**config.mk**
```make
export PLATFORM = sky130hd
export DESIGN_NAME = coordinate_reader
export DESIGN_NICKNAME = d
export VERILOG_FILES = /design/src/rtl/pathfinding_pkg.sv /design/src/rtl/coordinate_reader.sv
export SDC_FILE = /design/constraint.sdc
export NUM_CORES = 1
export LEC_CHECK = 0
export CAP_MARGIN = 20
export CELL_PAD_IN_SITES_DETAIL_PLACEMENT = 1
export CELL_PAD_IN_SITES_GLOBAL_PLACEMENT = 2
export CORE_MARGIN = 2
export CORE_UTILIZATION = 25
export CTS_CLUSTER_DIAMETER = 150
export DETAILED_ROUTE_END_ITERATION = 12
export PLACE_DENSITY = 0.8
export SYNTH_ARGS = -nofsm -noshare
export SYNTH_HDL_FRONTEND = slang
export SYNTH_SLANG_ARGS = --single-unit
```
**constraint.sdc**
```tcl
create_clock -name clk -period 2.4 [get_ports clk]
set_clock_uncertainty 0.05 [all_clocks]
set_input_delay 0.48 -clock clk [delete_from_list [all_inputs] [get_ports clk]]
set_output_delay 0.48 -clock clk [all_outputs]
set_load 0.1 [all_outputs]
```
**src/rtl/pathfinding_pkg.sv**
```systemverilog
// pathfinding_pkg: shared memory ids, widths, coordinate type and reader states
package pathfinding_pkg;
   localparam logic [2:0] MEM_ID_X = 3'd0;
   localparam logic [2:0] MEM_ID_Y = 3'd1;
   localparam int ADDR_W = 8;
   localparam int DATA_W = 8;
   typedef struct packed {
      logic [DATA_W-1:0] x;
      logic [DATA_W-1:0] y;
   } coord_t;
   typedef enum logic [2:0] {IDLE, RD_X, RD_Y, CAP_Y, OUT, FIN} reader_state_t;
endpackage

```
**src/rtl/coordinate_reader.sv**
```systemverilog
// coordinate_reader: streams stored (x,y) pairs from X/Y memories over valid/ready; COORD_READER_END_MARKER_EN stops at an all-ones pair
module coordinate_reader #(
   parameter int ADDR_W = pathfinding_pkg::ADDR_W,
   parameter int DATA_W = pathfinding_pkg::DATA_W
) (
   input  logic              clk,
   input  logic              reset,
   input  logic              start,
   input  logic [ADDR_W-1:0] count,
   output logic [2:0]        mem_id,
   output logic [ADDR_W-1:0] mem_address,
   output logic [DATA_W-1:0] mem_data,
   output logic              mem_wren,
   input  logic [DATA_W-1:0] xmem_q,
   input  logic [DATA_W-1:0] ymem_q,
   output logic [DATA_W-1:0] out_x,
   output logic [DATA_W-1:0] out_y,
   output logic              out_valid,
   input  logic              out_ready,
   output logic              busy,
   output logic              done
);
   import pathfinding_pkg::*;
   reader_state_t state, state_d;
   logic [ADDR_W-1:0] index, count_q;
   logic [DATA_W-1:0] x_q, y_q;
   assign mem_data = '0;
   assign mem_wren = 1'b0;
   assign out_x = x_q;
   assign out_y = y_q;
   // state register, pair index and capture registers; x lands in RD_Y and y in CAP_Y because reads take one cycle
   always_ff @(posedge clk or posedge reset)
      if (reset) begin
         state <= IDLE;
         index <= '0;
         count_q <= '0;
         x_q <= '0;
         y_q <= '0;
      end else begin
         state <= state_d;
         if (state == IDLE && start) begin
            index <= '0;
            count_q <= count;
         end
         if (state == RD_Y) x_q <= xmem_q;
         if (state == CAP_Y) y_q <= ymem_q;
         if (state == OUT && out_ready && state_d == RD_X) index <= index + 1'b1;
      end
   // next state and state-decoded outputs; memory bus parks on X/address 0 outside a pair read
   always_comb begin
      state_d = state;
      case (state)
         IDLE:    if (start) state_d = (count == '0) ? FIN : RD_X;
         RD_X:    state_d = RD_Y;
         RD_Y:    state_d = CAP_Y;
`ifdef COORD_READER_END_MARKER_EN
         CAP_Y:   state_d = (&x_q && &ymem_q) ? FIN : OUT;
`else
         CAP_Y:   state_d = OUT;
`endif
         OUT:     if (out_ready) state_d = (index == count_q - 1'b1) ? FIN : RD_X;
         FIN:     state_d = IDLE;
         default: state_d = IDLE;
      endcase
      busy = state != IDLE;
      done = state == FIN;
      out_valid = state == OUT;
      mem_id = (state == RD_Y) ? MEM_ID_Y : MEM_ID_X;
      mem_address = (state == IDLE || state == FIN) ? '0 : index;
   end
endmodule

```
==> results.json, run 1 <==
{
  "crit_slowest_cell": "dfrtp_1",
  "crit_fanout": 4,
  "wl_met1_um": 2144,
  "wl_per_cell_um": 14.56,
  "grt_max_degree": 36,
  "cts_hold_buf": 0,
  "dp_hpwl_um": 3846,
  "timing.final.crit_share_pct": 95.67,
  "synth_area_leaders": "dfrtp_1, mux2_2, xnor2_1",
  "ys.flop_type": "dfrtp_1",
  "clockRootBuffer": "clkbuf_8",
  "num_antenna_cells": 0,
  "grt_overflow_total": 0,
  "viasPerCell": 4.440,
  "holdWs_ns": 0.4614,
  "ys_ff_latch": 35,
  "crit_chain": "inv_1, ha_2, or3b_4, nor2_1, a22oi_2, a2111oi_4, or2_1, buf_6, mux2i_1",
  "die_h_um": 92.67,
  "clkLatencyLatePin_ns": 0.29,
  "maxCapViolations": 0,
  "met3_length_um": 358,
  "worst_path_largest_cell_delay_ns": 0.42,
  "topRoutingLayerUsed": "met4",
  "ant_nets": 0,
  "worstPathRequired_ns": 2.56,
  "setup_viol": 0,
  "antenna_found_initial": 0,
  "drt_pass1_iterations": 2,
  "drc": 0,
  "clock-sinks": 35,
  "hold_viol_final": 0,
  "layout-drive-gt1-share_pct": 40.40,
  "clockBufferDepth": 2,
  "syn_area_um2": 1966,
  "dieArea_um2": 8588,
  "syn_area_per_cell_um2": 10.98,
  "ys_top_cells_by_count": "dfrtp_1, mux2_2, buf_4, nand2_1, xnor2_1",
  "seq_area_um2": 875.8,
  "grt_pass1_vias": 1710,
  "finalNetCount": 279,
  "end_kind": "register",
  "synth_top_area_share_pct": 44.56,
  "area_growth_pct": 48.69,
  "dr_wl_met2_um": 2571,
  "yosysUniqueCellTypes": 39,
  "dp.cells": 342,
  "drt-initial-drc-count": 57,
  "die_w_um": 92.67,
  "cts_tree": "built",
  "yosysSeqAreaShare_pct": 44.56,
  "min_path_type": "register to register",
  "io_buffers": 55,
  "grt_pass1_wl_um": 8466,
  "grt_use_total_pct": 12.62,
  "vias": 1563,
  "coreArea_um2": 7687,
  "cts_buffers": 5,
  "fin_crit_ns": 2.296,
  "initial_core_util_pct": 25.57,
  "totalWireLength_um": 5125,
  "rows": 32,
  "outcome": "finished clean",
  "fin_ws_ns": 0.1040,
  "clock.fmax_mhz": 435.5,
  "clk_pin_slew_worst_paths_ns": 0.07,
  "multi_input_area_um2": 1054,
  "drv_slew": 0,
  "synth_top_cell_by_area": "dfrtp_1",
  "arrival_ns": 2.45,
  "cp-start-kind": "register",
  "syn_inst": 179,
  "gp_congestion": 0.7442,
  "h-tree-depth": 2,
  "async_flop_share_pct": 100.0,
  "ys_warn_count": 0,
  "synth_edf_count": 0,
  "synth.most_common_cell": "dfrtp_1",
  "crit_type": "register to register",
  "dp_worst_setup_slack_ns": 0.03876,
  "fin_cells": 352,
  "boundaryPins": 67,
  "nFillCells": 852
}
-- repair_timing --
item                       4_1_cts  5_1_grt
setup endpoints to repair        0       12
buffers inserted                 0        2
resized for setup                0       11
-- metrics by stage --
step / setup TNS [ns] / utilization [%] / cell area, um^2
after global routing: -0.05368 / 38.02 / 2923
after CTS: 0 / 37.26 / 2864
final: 0 / 38.02 / 2923
after detailed placement: 0 / 36.20 / 2783
after global placement: 0 / 36.20 / 2783
after floorplan: 0 / - / 2039
-- path summary, 6_finish.rpt --
| check | from | endpoint | slack, ns | cells after the start |
|---|---|---|---|---|
| min | out_y[4]$_DFFE_PP0N_ | out_y[4]$_DFFE_PP0N_ | 0.46 | 1 |
| min in group asynchronous | reset | count_q[1]$_DFFE_PP0P_ | 0.56 | 3 |
| min reg2reg | out_y[4]$_DFFE_PP0N_ | out_y[4]$_DFFE_PP0N_ | 0.46 | 1 |
| max in group asynchronous | reset | index[6]$_DFFE_PP0P_ | 1.41 | 3 |
| max | count_q[1]$_DFFE_PP0P_ | index[6]$_DFFE_PP0P_ | 0.10 | 9 |
| max reg2reg | count_q[1]$_DFFE_PP0P_ | index[6]$_DFFE_PP0P_ | 0.10 | 9 |
-- worst max-delay path: cells and delay by family, from the launching register on --
family | cells | cell delay, ns
compound gates | 2 | 0.43
simple gates | 3 | 0.75
buf+inv | 2 | 0.21
mux | 1 | 0.18
flops | 1 | 0.42
fa+ha+maj | 1 | 0.18
-- metal layers --
| layer | vias to the layer above | global-route usage [%] |
|---|---|---|
| met1 | 775 | 15.14 |
| met2 | 50 | 21.65 |
| met3 | 6 | 4.312 |
| li1 | 732 | - |
| met5 | - | 0 |
| met4 | 0 | 3.309 |
-- cell families (layout without fill, tap and decap cells) --
group	count (synthesis)	in the layout	synth area share (%)
simple gates	55	55	15.47
other cells	1	11	0.1908
compound gates	19	19	9.102
mux	28	28	15.79
xor+xnor	14	14	6.238
fa+ha+maj	2	2	1.273
flops	35	35	44.56
buf+inv	25	86	7.384
-- sequential cells by signal, indices dropped and copies added, names as in the netlist --
name,cells
index,8
out_x,8
count_q,8
state,3
out_y,8
-- final cells by class --
type                    count  area share [%]
inverters                   7          0.8990
clock buffers               7           2.611
well taps                 102           4.366
flip-flops and latches     35           29.97
multi-input cells         129           36.04
repair buffers             71           25.94
clock inverters             1          0.1712
-- placed cells by master, fill, tap and decap left out, types with 6 or more instances in the layout --
cell type        instances
and2_2                   7
buf_12                  12
buf_4                   30
clkdlybuf4s50_1         27
conb_1                  11
dfrtp_1                 35
inv_1                    7
mux2_2                  24
nand2_1                  9
nand3_1                  6
nor2_1                   7
xnor2_1                  9
Power of run 1 is not shown: default switching activity piles up to over one toggle a cycle in this logic, so the estimate is an artifact.
==> run 2: changes to the inputs <==
- GPL_ROUTABILITY_DRIVEN: not set -> 0
==> results of run 2 <==
The final DEF is identical to that of run 1; final timing and power are the same.
Power of run 2 is left out for the same reason.
